`config.mk`:
```
export PLATFORM = sky130hd
export DESIGN_NAME = ex2_stage
export DESIGN_NICKNAME = d
export VERILOG_FILES = /design/src/rtl/ex2_stage_pkg.sv /design/src/rtl/ex2_load_align.sv /design/src/rtl/ex2_stage.sv
export SDC_FILE = /design/constraint.sdc
export NUM_CORES = 1
export LEC_CHECK = 0
export ABC_AREA = 1
export CORE_MARGIN = 1
export CORE_UTILIZATION = 30
export CTS_BUF_LIST = sky130_fd_sc_hd__clkbuf_4 sky130_fd_sc_hd__clkbuf_8
export CTS_CLUSTER_DIAMETER = 100
export DETAILED_ROUTE_END_ITERATION = 10
export DONT_BUFFER_PORTS = 1
export GPL_TIMING_DRIVEN = 1
export HOLD_SLACK_MARGIN = 0.1
export PLACE_DENSITY = 0.53
export REMOVE_ABC_BUFFERS = 1
export SLEW_MARGIN = 15
export SYNTH_ARGS = -nofsm -noshare
export SYNTH_HDL_FRONTEND = slang
export SYNTH_HIERARCHICAL = 1
export SYNTH_SLANG_ARGS = --single-unit
```
`constraint.sdc`:
```
create_clock -name aclk -period 4.1 [get_ports aclk]
set_clock_uncertainty 0.1 [all_clocks]
set_input_delay 0.615 -clock aclk [delete_from_list [all_inputs] [get_ports aclk]]
set_output_delay 0.615 -clock aclk [all_outputs]
set_load 0.01 [all_outputs]
```
`src/rtl/ex2_stage_pkg.sv`:
```
// Shared encodings for the EX2 stage: result-source kinds, load-type layout,
// FSM states and the default exception-code width.
package ex2_stage_pkg;

    localparam int unsigned EX2_EXC_W = 7;

    typedef enum logic [2:0] {
        KIND_ALU    = 3'd0,
        KIND_MUL_LO = 3'd1,
        KIND_MUL_HI = 3'd2,
        KIND_LOAD   = 3'd3,
        KIND_CSR    = 3'd4,
        KIND_DIV_Q  = 3'd5,
        KIND_DIV_R  = 3'd6,
        KIND_NONE   = 3'd7
    } kind_e;

    // ld_type[1:0] is the access size, ld_type[2] selects zero-extension
    localparam int unsigned LD_ZEXT_BIT = 2;
    localparam logic [1:0]  LD_SIZE_B   = 2'd0;
    localparam logic [1:0]  LD_SIZE_H   = 2'd1;
    localparam logic [1:0]  LD_SIZE_W   = 2'd2;

    typedef enum logic [1:0] {
        EMPTY    = 2'd0,
        WAIT_MEM = 2'd1,
        DONE     = 2'd2
    } state_e;

    typedef struct packed {
        logic [31:0] pc0;
        logic [31:0] pc1;
        logic [4:0]  rd0;
        logic [4:0]  rd1;
        logic [31:0] res0;
        logic [31:0] res1;
        logic        rv0;
        logic        rv1;
        kind_e       kind;
        logic [2:0]  ld_type;
        logic [1:0]  addr_lo;
        logic [31:0] hh;
        logic [31:0] hl;
        logic [31:0] lh;
        logic [31:0] ll;
        logic [31:0] comp;
        logic [31:0] alt;
        logic        excp;
        logic [31:0] badv;
    } bundle_t;

endpackage

```
`src/rtl/ex2_load_align.sv`:
```
// Extracts the addressed byte/half/word from a dcache read word and extends it.
module ex2_load_align
    import ex2_stage_pkg::*;
(
    input  logic [31:0] rdata,
    input  logic [2:0]  ld_type,
    input  logic [1:0]  addr_lo,
    output logic [31:0] data
);

    logic [7:0]  byte_v;
    logic [15:0] half_v;
    logic        zext;

    always_comb begin
        byte_v = rdata[7:0];
        case (addr_lo)
            2'd1:    byte_v = rdata[15:8];
            2'd2:    byte_v = rdata[23:16];
            2'd3:    byte_v = rdata[31:24];
            default: byte_v = rdata[7:0];
        endcase
        half_v = addr_lo[1] ? rdata[31:16] : rdata[15:0];
        zext   = ld_type[LD_ZEXT_BIT];
        case (ld_type[1:0])
            LD_SIZE_B: data = zext ? {24'h0, byte_v} : {{24{byte_v[7]}}, byte_v};
            LD_SIZE_H: data = zext ? {16'h0, half_v} : {{16{half_v[15]}}, half_v};
            default:   data = rdata;
        endcase
    end

endmodule

```
`src/rtl/ex2_stage.sv`:
```
// EX2 pipeline stage: EX1->EX2 register, multiply finish, load wait/align, WB hand-off.
// Define EX2_MUL_FWD_EN to forward MUL results on the ex1_ex2 bus once DONE.
module ex2_stage
    import ex2_stage_pkg::*;
#(
    parameter int unsigned EXC_W = EX2_EXC_W
) (
    input  logic             aclk,
    input  logic             aresetn,
    input  logic             flush,
    input  logic             ex1_valid,
    output logic             ex2_allowin,
    input  logic [31:0]      ex1_pc0,
    input  logic [31:0]      ex1_pc1,
    input  logic [4:0]       ex1_rd0,
    input  logic [4:0]       ex1_rd1,
    input  logic [31:0]      ex1_res0,
    input  logic [31:0]      ex1_res1,
    input  logic             ex1_res0_valid,
    input  logic             ex1_res1_valid,
    input  logic [2:0]       ex1_kind0,
    input  logic [2:0]       ex1_ld_type,
    input  logic [1:0]       ex1_addr_lo,
    input  logic [31:0]      mul_hh,
    input  logic [31:0]      mul_hl,
    input  logic [31:0]      mul_lh,
    input  logic [31:0]      mul_ll,
    input  logic [31:0]      mul_comp,
    input  logic [31:0]      csr_rd_data,
    input  logic [31:0]      quotient,
    input  logic [31:0]      remainder,
    input  logic             excp_flag_in,
    input  logic [EXC_W-1:0] exception_in,
    input  logic [31:0]      badv_in,
    input  logic             dcache_rready,
    input  logic [31:0]      dcache_rdata,
    input  logic             wb_allowin,
    output logic             wb_valid,
    output logic [31:0]      wb_pc0,
    output logic [31:0]      wb_pc1,
    output logic [4:0]       wb_rd0,
    output logic [4:0]       wb_rd1,
    output logic [31:0]      wb_data0,
    output logic [31:0]      wb_data1,
    output logic             wb_we0,
    output logic             wb_we1,
    output logic [4:0]       ex1_ex2_rd0,
    output logic [4:0]       ex1_ex2_rd1,
    output logic [31:0]      ex1_ex2_data_0,
    output logic [31:0]      ex1_ex2_data_1,
    output logic             ex1_ex2_data_0_valid,
    output logic             ex1_ex2_data_1_valid,
    output logic             excp_flag_out,
    output logic [EXC_W-1:0] exception_out,
    output logic [31:0]      badv_out
);

    state_e           state_q, state_d;
    bundle_t          bun_q, bun_d;
    logic [EXC_W-1:0] exc_q, exc_d;
    logic [31:0]      load_q, load_d;
    logic             drop_q, drop_d;

    logic        capture;
    logic        occupied;
    logic [63:0] mul_p;
    logic [31:0] load_aligned;
    logic [31:0] data0;
    logic        final0;
    logic        mul_final;

    assign ex2_allowin = (state_q == EMPTY) | ((state_q == DONE) & wb_allowin);
    assign capture     = ex1_valid & ex2_allowin & ~flush;
    assign occupied    = (state_q != EMPTY);

    always_comb begin
        state_d = state_q;
        bun_d   = bun_q;
        exc_d   = exc_q;
        load_d  = load_q;
        drop_d  = drop_q;
        if (dcache_rready && drop_q) begin
            drop_d = 1'b0;
        end
        if (flush) begin
            state_d  = EMPTY;
            bun_d.rv0  = 1'b0;
            bun_d.rv1  = 1'b0;
            bun_d.excp = 1'b0;
            // a live response arriving with the flush retires the squashed load itself
            if (state_q == WAIT_MEM && !(dcache_rready && !drop_q)) begin
                drop_d = 1'b1;
            end
        end else if (capture) begin
            bun_d.pc0     = ex1_pc0;
            bun_d.pc1     = ex1_pc1;
            bun_d.rd0     = ex1_rd0;
            bun_d.rd1     = ex1_rd1;
            bun_d.res0    = ex1_res0;
            bun_d.res1    = ex1_res1;
            bun_d.rv0     = ex1_res0_valid;
            bun_d.rv1     = ex1_res1_valid;
            bun_d.kind    = kind_e'(ex1_kind0);
            bun_d.ld_type = ex1_ld_type;
            bun_d.addr_lo = ex1_addr_lo;
            bun_d.hh      = mul_hh;
            bun_d.hl      = mul_hl;
            bun_d.lh      = mul_lh;
            bun_d.ll      = mul_ll;
            bun_d.comp    = mul_comp;
            case (kind_e'(ex1_kind0))
                KIND_CSR:   bun_d.alt = csr_rd_data;
                KIND_DIV_Q: bun_d.alt = quotient;
                KIND_DIV_R: bun_d.alt = remainder;
                default:    bun_d.alt = '0;
            endcase
            bun_d.excp = excp_flag_in;
            bun_d.badv = badv_in;
            exc_d      = exception_in;
            state_d    = (kind_e'(ex1_kind0) == KIND_LOAD && !excp_flag_in) ? WAIT_MEM : DONE;
        end else begin
            case (state_q)
                WAIT_MEM: begin
                    if (dcache_rready && !drop_q) begin
                        load_d  = dcache_rdata;
                        state_d = DONE;
                    end
                end
                DONE: begin
                    if (wb_allowin) begin
                        state_d    = EMPTY;
                        bun_d.rv0  = 1'b0;
                        bun_d.rv1  = 1'b0;
                        bun_d.excp = 1'b0;
                    end
                end
                default: ;
            endcase
        end
    end

    always_ff @(posedge aclk) begin
        if (!aresetn) begin
            state_q <= EMPTY;
            bun_q   <= '0;
            exc_q   <= '0;
            load_q  <= '0;
            drop_q  <= 1'b0;
        end else begin
            state_q <= state_d;
            bun_q   <= bun_d;
            exc_q   <= exc_d;
            load_q  <= load_d;
            drop_q  <= drop_d;
        end
    end

    ex2_load_align u_load_align (
        .rdata   (load_q),
        .ld_type (bun_q.ld_type),
        .addr_lo (bun_q.addr_lo),
        .data    (load_aligned)
    );

`ifdef EX2_MUL_FWD_EN
    assign mul_final = (state_q == DONE);
`else
    assign mul_final = 1'b0;
`endif

    always_comb begin
        mul_p = {bun_q.hh, 32'h0} + {16'h0, bun_q.hl, 16'h0} + {16'h0, bun_q.lh, 16'h0}
              + {32'h0, bun_q.ll} + {bun_q.comp, 32'h0};
        data0  = bun_q.res0;
        final0 = 1'b1;
        case (bun_q.kind)
            KIND_MUL_LO: begin data0 = mul_p[31:0];  final0 = mul_final; end
            KIND_MUL_HI: begin data0 = mul_p[63:32]; final0 = mul_final; end
            KIND_LOAD:   begin data0 = load_aligned; final0 = (state_q == DONE); end
            KIND_CSR, KIND_DIV_Q, KIND_DIV_R: data0 = bun_q.alt;
            default: ;
        endcase
    end

    assign wb_valid       = (state_q == DONE);
    assign wb_pc0         = bun_q.pc0;
    assign wb_pc1         = bun_q.pc1;
    assign wb_rd0         = bun_q.rd0;
    assign wb_rd1         = bun_q.rd1;
    assign wb_data0       = data0;
    assign wb_data1       = bun_q.res1;
    assign wb_we0         = occupied & bun_q.rv0 & (bun_q.rd0 != 5'd0) & ~bun_q.excp;
    assign wb_we1         = occupied & bun_q.rv1 & (bun_q.rd1 != 5'd0) & ~bun_q.excp;
    assign ex1_ex2_rd0    = occupied ? bun_q.rd0 : 5'd0;
    assign ex1_ex2_rd1    = occupied ? bun_q.rd1 : 5'd0;
    assign ex1_ex2_data_0 = data0;
    assign ex1_ex2_data_1 = bun_q.res1;
    assign ex1_ex2_data_0_valid = wb_we0 & final0;
    assign ex1_ex2_data_1_valid = wb_we1;
    assign excp_flag_out  = bun_q.excp;
    assign exception_out  = exc_q;
    assign badv_out       = bun_q.badv;

endmodule

```
==> results.md <==
- Status: finished with violations
- Failing checks: setup timing
- Max-slew headroom at the worst pin: ~13%
- # Max-Cap Violations: 0
- Share of cells above drive strength 1: between 10% and 20%
- Commonest non-fill, non-tap cells in the layout: 592 x nand2_1, 582 x nor2_1, 559 x dlygate4sd3_1
- Clock power share: 33.1%
- Simple-Gate Fraction of Synth Area: between 20% and 30%
- Distinct cells, synth: 40
- Final ANT Viol Nets: 0
- Routability cong.: 0.934
- Fin worst setup slack: -0.496 ns
- WS Path Type: reg -> out
- H-tree depth: 3
- Sw Ratio: ~34%
- Synth Flop Type: dfxtp_1
- Slew Viols, Final: 0
- DR WL/cell: 19.8 um
- Setup Viol. Count Final: 64
- Initial core utilization: between 30% and 40%
- Largest net degree at the start of global routing: between 200 and 300
- Largest family of logic cells by synthesized area: simple AND/OR/NAND/NOR gates
- Number of flops mapped to enable cells by yosys: 0
- Std-Cell Rows: between 100 and 150
- Post-Synth XOR/XNOR Area: less than 1%
- Leakage Power: about 0.015 uW
- Synth Area per Inst: between 6 and 7 um^2
- Initial DRC Count: 1667
- Clock latency on the worst-skew pair: 0.69 ns
- Clk sinks: ~420
- Util after Layout: between 40% and 50%
- Sequential share of power: a little over a third
- Post-Place Cell Area: roughly 0.025 mm^2
- Die Width: about 290 um
- Delay-heaviest family, CP: adder cells
- Number of placed instances with taps included: roughly 4400
- Vias in the first global route: between 20000 and 25000
- PortBufs: 0
- Switch Pwr: 4420 uW
- Initial antenna violation count: 22
- Adder-Cell Fraction of Synth Area: 8.72%
- Unrepaired setup endpoints after global routing: yes
- CTS buffer count: 79
- Fin cells: 5139
- Hold Path Class: in -> reg
- Clk buf depth: 3
- Post-synthesis sequential area ratio: between 30% and 40%
- Area grow syn2layout: 40.9%
- Hold_ws: roughly 0.14 ns
- Cell count after synthesis: 3579
- Critical-path top delay cell: fa_1
- DRT Pass-1 Iters: 6
- Power Total: 12900 uW
- Number of synthesis warnings: 6
- Die Area: 0.0817 mm^2
- Wirelength, routed: around 100000 um
- Most common cell after layout, fill and taps aside: nand2_1
- CTS tree: built
- Complex-gate fraction of the synthesized area: between 10% and 20%
- Register bit total from synthesis: 415
- Gr usage total: around a quarter
- Core ar.: 0.0794 mm^2
- Root Driver: clkbuf_8
- Final Critical Period: 4.60 ns
- Cell Area, Synth: ~0.024 mm^2
- Post-DP HPWL: slightly above 70000 um
- Pwr dens: 378 mW/mm^2
- Crit share post-route: 112%
- Vias per Instance: approximately 4.8
- Critical Path RT: ~3.4 ns
- Worst path max stage delay: approximately 0.56 ns
- Worst-margin pin slew: between 1 and 1.5 ns
- Io pins: 740
- Buf+Inv Stages, Crit Path: 6
- Vias post-DR: roughly 25000
- CP endpoint kind: primary output
- Maximum vdd drop: between 0.2 and 0.3 mV
- Design area: ~0.034 mm^2
- Hold Fails Final Rpt: 0
- First-pass GRT wire length: between 100000 and 150000 um
- Clock-pin slew on the worst setup and hold paths: roughly 0.060 ns
- Nets: 4648
- Worst-path cell chain: inv_2 > fa_1 > inv_2 > fa_1 > ha_4 > nand2_4 > inv_2 > nand2_2 > nand2_4 > buf_6 > nand2_2 > nand2_2 > inv_2 > nand3_4 > nand2_4 > nand2_2 > nand2_2 > nand3_4 > nand4_1 > buf_12
- Height of the die: ~290 um
- FFs w/ async S/R, synth: 0%
- Total gr overflow: 0
- Worst-path maximum fanout: 4
- Highest clock rate: 0.218 GHz
- Mux cell area share after synthesis: 0%
- # DRC: 0
- Pint: 8450 uW
- Critical path data arrival time: 3.88 ns
- Logic pwr share: between 30% and 40%
- Most used cell, CP: nand2_2
- Critical path startpoint category: flop
- Worst R2R Setup Slack: approximately 0.24 ns
-- kinds of logic (layout without fill, tap and decap cells) --
group,count (synthesis),in the layout
buf+inv,789,1284
simple gates,1598,1598
xor+xnor,4,4
flops,415,415
other cells,0,15
compound gates,634,634
fa+ha+maj,139,139
-- sequential cells by signal, summed over array words and instances, names as in the netlist --
name / cells
bun_q: 234
badv_out: 32
ex1_ex2_data_1: 32
load_q: 32
wb_pc0: 32
wb_pc1: 32
exception_out: 7
wb_rd0: 5
wb_rd1: 5
state_q: 2
drop_q: 1
excp_flag_out: 1
-- cells in the mapped netlist, types with 3 or more instances --
| master | instances | area (um^2) |
|---|---|---|
| nor4_1 | 4 | 25.0 |
| o21ai_0 | 375 | 1880 |
| nor2_4 | 4 | 45.0 |
| o21bai_1 | 7 | 52.6 |
| buf_2 | 56 | 280 |
| clkinv_1 | 3 | 11.3 |
| nand3_2 | 22 | 220 |
| or2_2 | 13 | 81.3 |
| ha_1 | 90 | 1130 |
| nand2_2 | 5 | 31.3 |
| a21oi_1 | 210 | 1050 |
| buf_1 | 6 | 22.5 |
| o21ai_1 | 19 | 95.1 |
| buf_6 | 5 | 56.3 |
| and2_1 | 5 | 31.3 |
| nand4_1 | 26 | 163 |
| buf_4 | 208 | 1560 |
| a221oi_1 | 10 | 87.6 |
| a211oi_1 | 6 | 45.0 |
| inv_2 | 4 | 15.0 |
| clkbuf_1 | 103 | 387 |
| nor2_1 | 626 | 2350 |
| nor3_1 | 8 | 40.0 |
| dfxtp_1 | 415 | 8310 |
| nand3b_1 | 6 | 45.0 |
| nand3_1 | 174 | 871 |
| nand2_1 | 701 | 2630 |
| fa_1 | 49 | 981 |
| inv_1 | 404 | 1520 |
-- per-stage QoR --
stage / setup TNS, ns / setup WS (ns)
2_1_floorplan: -744.03 / -2.90
3_3_place_gp: -1.99 / -0.202
3_5_place_dp: -2.59 / -0.190
4_1_cts: -26.92 / -0.532
5_1_grt: -36.47 / -0.674
6_report: -24.41 / -0.496
-- layout make-up --
class,instances,area (um^2)
clock inverters,17,185
clock buffers,111,1420
flip-flops and latches,415,8320
inverters,411,1560
diodes,15,37.5
fillers,8036,45400
multi-input cells,2375,13800
well taps,1050,1310
repair buffers,745,7390
-- worst register-to-register path, delay by kind of cell (launching register included) --
kind / cells / cell delay (ns)
buffers and inverters: 4 / 1.69
AND/OR/NAND/NOR: 4 / 1.47
flip-flops: 1 / 0.36
AO/OA/AOI/OAI: 1 / 0.15
-- repair_timing --
action | CTS | global route
setup endpoints to repair | 64 | 64
hold buffers | 560 | 0
pin swaps | 99 | 116
setup buffers | 18 | 12
gates resized for setup | 329 | 186
endpoints found under the hold margin | 383 | 0
-- routing by layer --
metal	vias up	track usage [%]	wire [um]
met5	-	0	85
met4	16	13.4	6300
met3	236	5.70	7180
met2	1007	38.8	46100
met1	11618	29.4	42200
li1	12016	-	-
-- power groups by stage --
stage / clock, uW / combinational (uW) / sequential (uW)
2_1_floorplan: 0 / 1540 / 4580
3_3_place_gp: 0 / 2640 / 4680
3_5_place_dp: 0 / 2650 / 4680
4_1_cts: 4380 / 3740 / 4600
5_1_grt: 4540 / 4330 / 4620
6_report: 4260 / 4000 / 4610
-- final timing paths --
kind,startpoint,endpoint,depth (start not counted)
min,mul_hh[6],bun_q[199],2
max,bun_q[65],ex1_ex2_data_0[21],20
min reg2reg,bun_q[177],bun_q[177],2
max reg2reg,state_q[0],bun_q[234],9
Power figures use the tool's default switching activity.
